[src/rtl/training_sequencer.sv]
// training_sequencer: streams a writable table of training samples to a trainer over valid/ready
// for up to EPOCHS epochs, stopping early after an epoch whose returned errors were all within tolerance.
module training_sequencer #(
    parameter int          NUM_INPUTS  = 2,
    parameter int          NUM_SAMPLES = 4,
    parameter int          EPOCHS      = 5,
    parameter int          EARLY_STOP  = 1,
    parameter int unsigned ERR_TOL     = 0,
    parameter int          SIGN        = 1,
    parameter int          Q_M         = 15,
    parameter int          Q_N         = 16,
    parameter int          W           = SIGN + Q_M + Q_N,
    parameter int          AW          = (NUM_SAMPLES > 1) ? $clog2(NUM_SAMPLES) : 1,
    parameter int          EW          = $clog2(EPOCHS + 1)
) (
    input  logic                    clk_i,
    input  logic                    reset_ni,
    input  logic                    wr_en_i,
    input  logic [AW-1:0]           wr_addr_i,
    input  logic [NUM_INPUTS*W-1:0] wr_x_i,
    input  logic [W-1:0]            wr_y_i,
    input  logic                    start_i,
    input  logic                    abort_i,
    output logic                    s_valid_o,
    input  logic                    s_ready_i,
    output logic [NUM_INPUTS*W-1:0] s_x_o,
    output logic [W-1:0]            s_y_o,
    output logic                    s_last_o,
    input  logic                    err_valid_i,
    input  logic [W-1:0]            err_i,
    output logic [EW-1:0]           epoch_o,
    output logic                    busy_o,
    output logic                    done_o,
    output logic                    converged_o
);
    localparam int OW = $clog2(NUM_SAMPLES + 1);
    localparam logic [1:0] S_IDLE = 2'd0, S_RUN = 2'd1, S_DRAIN = 2'd2, S_DONE = 2'd3;
    logic [NUM_INPUTS*W-1:0] r_tx [NUM_SAMPLES];
    logic [W-1:0]            r_ty [NUM_SAMPLES];
    logic [1:0]              r_state;
    logic [AW-1:0]           r_idx;
    logic [OW-1:0]           r_out, r_err;
    logic [EW-1:0]           r_epoch;
    logic                    r_conv;
    logic [NUM_INPUTS*W-1:0] r_sx;
    logic [W-1:0]            r_sy;
    logic                    w_hs, w_act, w_ret, w_bad, w_last, w_drained, w_stop;
    logic [W-1:0]            w_neg, w_abs;
    logic [OW-1:0]           w_out_n, w_err_n;
    logic [AW-1:0]           w_nidx;
    always_comb begin
        w_hs      = r_state == S_RUN && s_ready_i;
        w_act     = r_state == S_RUN || r_state == S_DRAIN;
        w_ret     = err_valid_i && w_act && (r_out != '0 || w_hs);
        w_neg     = -err_i;
        // negating the most-negative value wraps back to negative, so clamp it to max positive
        w_abs     = !err_i[W-1] ? err_i : (w_neg[W-1] ? {1'b0, {(W-1){1'b1}}} : w_neg);
        w_bad     = w_abs > W'(ERR_TOL);
        w_out_n   = r_out + OW'(w_hs) - OW'(w_ret);
        w_err_n   = (w_ret && w_bad && r_err != '1) ? r_err + OW'(1) : r_err;
        w_last    = r_idx == AW'(NUM_SAMPLES - 1);
        w_nidx    = w_last ? '0 : r_idx + AW'(1);
        w_drained = r_state == S_DRAIN && w_out_n == '0;
        w_stop    = (EARLY_STOP != 0 && w_err_n == '0) || r_epoch + EW'(1) == EW'(EPOCHS);
    end
    always_ff @(posedge clk_i)
        if (wr_en_i && r_state == S_IDLE && {1'b0, wr_addr_i} < (AW+1)'(NUM_SAMPLES)) begin
            r_tx[wr_addr_i] <= wr_x_i;
            r_ty[wr_addr_i] <= wr_y_i;
        end
    always_ff @(posedge clk_i) begin
        if (!reset_ni) begin
            r_state <= S_IDLE;
            r_idx   <= '0;
            r_out   <= '0;
            r_err   <= '0;
            r_epoch <= '0;
            r_conv  <= 1'b0;
            r_sx    <= '0;
            r_sy    <= '0;
        end else if (abort_i) begin
            r_state <= S_IDLE;
        end else begin
            r_out <= w_out_n;
            r_err <= w_err_n;
            if (r_state == S_IDLE && start_i) begin
                r_state <= S_RUN;
                r_idx   <= '0;
                r_out   <= '0;
                r_err   <= '0;
                r_epoch <= '0;
                r_conv  <= 1'b0;
                r_sx    <= r_tx[0];
                r_sy    <= r_ty[0];
            end
            if (w_hs) begin
                r_idx <= w_nidx;
                r_sx  <= r_tx[w_nidx];
                r_sy  <= r_ty[w_nidx];
                if (w_last) r_state <= S_DRAIN;
            end
            if (w_drained) begin
                r_epoch <= r_epoch + EW'(1);
                if (w_stop) begin
                    r_state <= S_DONE;
                    r_conv  <= EARLY_STOP != 0 && w_err_n == '0;
                end else begin
                    r_state <= S_RUN;
                    r_err   <= '0;
                end
            end
            if (r_state == S_DONE) r_state <= S_IDLE;
        end
    end
    assign s_valid_o   = r_state == S_RUN;
    assign s_last_o    = r_state == S_RUN && w_last;
    assign s_x_o       = r_sx;
    assign s_y_o       = r_sy;
    assign epoch_o     = r_epoch;
    assign busy_o      = r_state != S_IDLE;
    assign done_o      = r_state == S_DONE;
    assign converged_o = r_conv;
endmodule

[config.mk]
export PLATFORM = sky130hd
export DESIGN_NAME = training_sequencer
export DESIGN_NICKNAME = d
export VERILOG_FILES = /design/src/rtl/training_sequencer.sv
export SDC_FILE = /design/constraint.sdc
export NUM_CORES = 1
export LEC_CHECK = 0
export BUFFER_PORTS_ARGS = -buffer_cell sky130_fd_sc_hd__buf_2
export CAP_MARGIN = 20
export CORE_MARGIN = 4
export CORE_UTILIZATION = 46
export DETAILED_ROUTE_END_ITERATION = 12
export GPL_TIMING_DRIVEN = 1
export HOLD_SLACK_MARGIN = 0.12
export PLACE_DENSITY = 0.68
export SLEW_MARGIN = 20
export SYNTH_ARGS = -nofsm -noshare
export SYNTH_HDL_FRONTEND = slang
export SYNTH_SLANG_ARGS = --single-unit
[constraint.sdc]
create_clock -name clk_i -period 9.6 [get_ports clk_i]
set_input_delay 0.48 -clock clk_i [delete_from_list [all_inputs] [get_ports clk_i]]
set_output_delay 0.48 -clock clk_i [all_outputs]
set_load 0.02 [all_outputs]
After elaboration in Yosys (flattened, before gate mapping)
Memories as Yosys holds them, arrays and structs flattened.
Cells that the tools add are included.
- flip-flop bits (word level): 110
- output and inout port bits: 104
- word-level logic and storage cells: 73
- memories kept: 2
- bits in writable memories: 384
- memory list (name ; depth ; bits a word ; rd ports ; clocked after memory_dff ; write ports ; line ; text):
    r_tx ; 4 ; 64 ; 2 ; 0 ; 1 ; 38 ; logic [NUM_INPUTS*W-1:0] r_tx [NUM_SAMPLES];
    r_ty ; 4 ; 32 ; 2 ; 0 ; 1 ; 39 ; logic [W-1:0] r_ty [NUM_SAMPLES];
- equality and inequality tests: 6
- bitwise operators: 2
- order comparisons: 1
- $add $sub $neg: 6
- muxes and demuxes: 26
- reduce and logical (&&, ||, !) cells: 22
- operators with widths (cell ; number):
    64-bit 2-to-1 mux ; 2
    32-bit 2-to-1 mux ; 2
    31-bit 2-to-1 mux ; 2
    32-bit negation ; 1
    31-bit by 1-bit greater-than comparator with 1-bit output (second input constant) ; 1
    3-bit 2-to-1 mux ; 7
    2-bit 2-to-1 mux ; 8
    1-bit logical AND ; 9
    3-bit by 1-bit adder with 3-bit output (second input constant) ; 2
    2-bit == test (second input constant) ; 3
    3-bit logical NOT ; 2
    2-bit nonzero test ; 3
    1-bit 2-to-1 mux ; 5
    2-bit AND reduction ; 2
    3-bit by 1-bit adder with 3-bit output ; 1
    3-bit == test (second input constant) ; 1
    1-bit logical OR ; 3
    3-bit inequality test (second input constant) ; 1
    3-bit nonzero test ; 1
    3-bit OR reduction ; 1
    3-bit by 1-bit subtractor with 3-bit output ; 1
    2-bit by 1-bit adder with 2-bit output (second input constant) ; 1
    2-bit by 1-bit == test with 1-bit output (second input constant) ; 1
    2-bit logical NOT ; 1
    1-bit NOT ; 2

Logic depth before layout (Yosys ltp)
- depth after elaboration: 11
- gate-level depth with buffers: 18
- mapped depth without buffers: 17

Worst setup path before layout
Ideal clock, no wire load.
- path type: reg-to-reg
- start point: register r_state[0]
- end point: memory r_tx[1][0] in the netlist's numbering, enable pin
- buffers on the path: 0
- arrival: 7663 ps
- path slack: 1250 ps
- period minus slack after synthesis: 8350 ps
- stages on the path, launching flop included: 5
- cell sequence: dfxtp_1 inv_1 ha_1 nand2_1 nor3b_1
- longest elaborated chain between the ends: 4
- ends and longest elaborated chain (item ; line ; text):
    from (decl) ; 40 ; logic [1:0] r_state;
    from (signal assigned) ; 73 ; r_state <= S_IDLE;
    from (signal assigned) ; 82 ; r_state <= S_IDLE;
    from (signal assigned) ; 87 ; r_state <= S_RUN;
    2-bit logical NOT ; 67 ; if (wr_en_i && r_state == S_IDLE && {1'b0, wr_addr_i} < (AW+1)'(NUM_SAMPLES)) begin
    1-bit logical AND ; 67 ;
    1-bit 2-to-1 mux ; 67 ;
    1-bit 2-to-1 mux (not written as such) ; 68 ; r_tx[wr_addr_i] <= wr_x_i;
    to (decl) ; 38 ;
Every way passes these cells.

Final worst setup path
- start point: register r_state[1]
- end point: register r_err[1]
- longest elaborated chain between the ends: 11
- elaborated cells on any way between the ends: 21
- those cells by class: add/sub (2); eq/ne (2); mux (4); reduce/logical (13)
- ends and longest elaborated chain (item ; line ; text):
    parallel branches: the longest is 10 deep, another holds 3-bit by 1-bit adder with 3-bit output ; n/a ;
    3-bit 2-to-1 mux * ; 102 ; if (w_drained) begin
    to (signal assigned) ; 85 ; r_err <= w_err_n;
    to (decl) ; 42 ; logic [OW-1:0] r_out, r_err;
Mark *: on every way between the ends.
A chain may end at the register's enable or synchronous reset.

==> results.txt <==
* CP endpoint kind: flop
- Total Routing Usage GR: 20.95%
- Setup repair after global routing left no endpoint under its margin.
- Sequential cell area fraction in the yosys report: between 70% and 80%
- Compound-Gate Fraction of Synth Area: 10.66%
* Setup TNS after final layout: 0 ps
- Of the total synthesized cell area, the portion taken by full adders, half adders and majority gates is less than 1%.
* Drt via density: 5.897
- Worst-margin pin slew: ~1100 ps
* Number of detailed-routing iterations run before antenna repair: 6
- In the routed design, unresolved DRC markers number 0.
- Top-Level Pins: 241
- Utilization of the core after routing: between 50% and 60%
* Number of DRC markers after the initial detailed-route iteration: ~1.1k
- After layout, the design draws a total of approximately 4.7 mW.
- The number of antenna violations at the first check in global routing was 4.
- Total grt overflow: 0
- Fraction of layout cells with a size suffix above 1: between 20 and 30%
- CTS tree: done
- The clock drives about 490 sinks.
* MaxCap Viol Count: 0
- Clock network latency to the later pin of the worst-skew pair: about 570 ps
- The number of different library cells used by synthesis comes to 64.
* Count of placed standard cells in the final layout, fillers left out: roughly 2.1k
- Total CTS buffers: 48
- Period utilization: a little over two fifths
* Port Buf Inserts: between 200 and 250
* Leading area contributor after synthesis: sky130_fd_sc_hd__edfxtp_1
- The mapped netlist covers between 15,000 and 20,000 sq um.
- Top achievable clock speed: roughly 250 MHz
* Largest net degree at the start of global routing: 70
* Crit path required time: roughly 10,000 ps
- Min cycle time layout: 4002 ps
- In the synthesized netlist, mux cells make up 11.31% of the area.
- Placed Cells: around 1.9k
- HPWL after detailed placement: between 20,000 and 30,000 microns
- The first global-routing pass estimated 74,020 microns of wire.
* Top_reg_cell synth: sky130_fd_sc_hd__edfxtp_1
- Highest layer used for signal routing: met5
* Area of the core region: around 42,000 sq um
* Hold Crit Class: in -> reg
* Wire length on met1: 20,120 microns
- After detailed routing, the total wire length is roughly 49,000 microns.
* Die Wd: about 210 microns
- Setup violations, final: 0
- Fraction of synthesized cell area taken by the top area cell type: between 50% and 60%
* Starting utilization of the core area: 46.46%
- The floorplan has 75 rows.
* Library cell with the highest instance count after synthesis: sky130_fd_sc_hd__edfxtp_1
- The setup path with the least slack is of type reg -> reg.
- H-Tree Depth: 2
- Met2 wire len: ~24,000 microns
- Once detail routing completed, the nets flagged for antenna violations numbered 0.
- Arrival @ worst endpoint: ~4500 ps
- The die is between 200 and 250 microns tall.
* Number of instances in the synthesized netlist: about 1.2k
- Number of enable-type register cells in the synthesized netlist: about 380
- Synth Area in Simple Gates: 4.378%
- Summed over all cells, the static leakage comes to ~8.4 nW.
- Startpoint Class: flop
- At the end of the flow, the number of nets in the layout was between 1.5k and 2k.
* Clock slew seen by the registers of the worst setup and hold paths: about 60 ps
- The number of global-route vias before repair came to about 13k.
- Register bit count reported by yosys: between 400 and 500
- Dividing the synthesized area by the synthesized cell count gives 15.86 sq um.
- At the end of routability-driven placement, the weighted congestion stood at between 0.8 and 0.9.
- Maximum ir drop on the vdd rail: 0.1395 mV
* Detailed-routed wire length on met3: approximately 3400 microns
- Filler Cell Count: 3,305
* Area added between synthesis and finish: 22.28%
- Top cell types by occurrence after synthesis: sky130_fd_sc_hd__edfxtp_1 (384), sky130_fd_sc_hd__a21oi_1 (110), sky130_fd_sc_hd__dfxtp_1 (110), sky130_fd_sc_hd__o21ai_0 (104), sky130_fd_sc_hd__o22ai_1 (98)
- Post-synthesis net count: around 1.4k
- The final-report hold violation count was 0.
- For the final database, setup skew stands at 14.19 ps.
* Combinational family with the most area after synthesis: multiplexers
* CP Max Fanout: 34
- Across all layers, the routed design uses 12.52k vias.
- The flow ran to the end, and the final reports show no timing, DRC or antenna violations.
- Of the total synthesized cell area, the portion taken by XOR and XNOR cells is less than 1%.
- Relative slew slack: 27.46%
- Gates resized during post-CTS repair numbered 0.
* FFs w/ async S/R, synth: 0%
- Yosys warning total: 0
* WL/cell: 22.92 microns
- After synthesis, the cell types taking the most area are sky130_fd_sc_hd__edfxtp_1 (59%), sky130_fd_sc_hd__dfxtp_1 (11%), sky130_fd_sc_hd__mux4_2 (11%), sky130_fd_sc_hd__o22ai_1 (3.1%), sky130_fd_sc_hd__a21oi_1 (2.8%).
- PwrDens: a little under 200 nW/um^2
- Maximum clock path buffer count: 3
- Root Driver: sky130_fd_sc_hd__clkbuf_16
- The die covers 45,730 sq um.
* Max Transition Viols Final: 0
## critical path: stages (launching register included)
cell	delay (ps)
sky130_fd_sc_hd__dfxtp_1	380
sky130_fd_sc_hd__inv_1	80
sky130_fd_sc_hd__ha_1	240
sky130_fd_sc_hd__nand2_4	400
sky130_fd_sc_hd__a21oi_1	170
sky130_fd_sc_hd__ha_1	300
sky130_fd_sc_hd__inv_1	50
sky130_fd_sc_hd__ha_1	140
sky130_fd_sc_hd__inv_1	50
sky130_fd_sc_hd__fa_1	370
sky130_fd_sc_hd__xnor2_1	280
sky130_fd_sc_hd__xnor2_1	120
sky130_fd_sc_hd__nor3_1	350
sky130_fd_sc_hd__nand2b_1	230
sky130_fd_sc_hd__o21a_1	240
sky130_fd_sc_hd__and3_1	170
sky130_fd_sc_hd__a311o_1	300
## cell type report
class	count	area (sq um)	area share, %
antenna	3	7.507	0.03150
clock buffer	68	1463	6.137
clock inverter	22	190.2	0.7980
inverter	21	80.08	0.3360
multi-input combinational	623	5395	22.64
sequential	494	13730	57.62
tap	539	674.4	2.830
timing repair buffer	353	2290	9.607
## cell families after synthesis
| logic type | after synthesis |
|---|---|
| multiplexers | 100 |
| AND/OR/NAND/NOR | 146 |
| buffers and inverters | 112 |
| flip-flops | 494 |
| AO/OA/AOI/OAI | 361 |
| XOR/XNOR | 3 |
| adder cells (fa/ha/maj) | 13 |
## worst paths after layout
check | start | to | slack [ps] | cells after the start
worst max-delay path | r_state[1] | r_err[1] | 5600 | 16
worst min-delay path | s_ready_i | r_state[0] | 330 | 4
worst max register to register | r_state[1] | r_err[1] | 5600 | 16
worst min register to register | converged_o | converged_o | 510 | 2
## metrics by stage
step                      hold slack (ps)  setup WS [ps]  area (sq um)
after floorplan                     483.7           1250         19490
after global placement              483.7           5738         21210
after detailed placement            493.4           5618         21210
after CTS                           277.1           5573         23830
after global routing                315.2           5355         23830
final                               325.8           5598         23830
## state kept, by name (all words and copies together) (netlist names)
signal / cells
s_x_o: 64
r_out: 3
epoch_o: 3
r_tx: 256
s_y_o: 32
r_err: 3
r_ty: 128
r_state: 2
r_idx: 2
converged_o: 1
## metal layers
layer,global-route usage (%),vias up
met2,35.34,496
li1,-,5621
met3,4.111,54
met5,0,-
met4,4.944,2
met1,28.53,6347
## placed cells by master, fill, tap and decap left out, types with 3 or more instances in the layout
master and count:
sky130_fd_sc_hd__a21oi_1 109, sky130_fd_sc_hd__a22oi_1 5, sky130_fd_sc_hd__a31oi_1 9, sky130_fd_sc_hd__buf_2 240, sky130_fd_sc_hd__buf_4 17, sky130_fd_sc_hd__bufinv_16 3
sky130_fd_sc_hd__clkbuf_1 7, sky130_fd_sc_hd__clkbuf_16 53, sky130_fd_sc_hd__clkbuf_8 8, sky130_fd_sc_hd__clkinv_1 6, sky130_fd_sc_hd__clkinv_2 10, sky130_fd_sc_hd__dfxtp_1 110
sky130_fd_sc_hd__diode_2 3, sky130_fd_sc_hd__dlygate4sd3_1 96, sky130_fd_sc_hd__edfxtp_1 384, sky130_fd_sc_hd__ha_1 11, sky130_fd_sc_hd__inv_1 20, sky130_fd_sc_hd__mux2i_1 3
sky130_fd_sc_hd__mux4_2 96, sky130_fd_sc_hd__nand2_1 18, sky130_fd_sc_hd__nand2b_1 11, sky130_fd_sc_hd__nand3_1 11, sky130_fd_sc_hd__nand3b_1 3, sky130_fd_sc_hd__nand4_1 7
sky130_fd_sc_hd__nor2_1 31, sky130_fd_sc_hd__nor3_1 14, sky130_fd_sc_hd__nor4_1 16, sky130_fd_sc_hd__nor4_4 3, sky130_fd_sc_hd__nor4b_1 3, sky130_fd_sc_hd__o2111ai_1 5
sky130_fd_sc_hd__o211ai_1 4, sky130_fd_sc_hd__o21ai_0 104, sky130_fd_sc_hd__o22ai_1 98, sky130_fd_sc_hd__or3_1 5, sky130_fd_sc_hd__or4_4 3, sky130_fd_sc_hd__xnor2_1 3
## where the power goes
| group | leakage (nW) | internal (mW) | switching, mW | total [mW] |
|---|---|---|---|---|
| Clock | 0.815 | 1.14 | 0.785 | 1.93 |
| Sequential | 4.42 | 2.39 | 0.0299 | 2.42 |
| Combinational | 3.17 | 0.134 | 0.228 | 0.363 |
| Total | 8.40 | 3.67 | 1.04 | 4.71 |
## repair_timing
| item | in CTS | in global routing |
|---|---|---|
| setup buffers | 0 | 0 |
| hold buffers | 96 | 0 |
| endpoints found under the setup margin | 0 | 0 |
| hold endpoints to repair | 381 | 0 |
(Power assumes the default switching activity.)
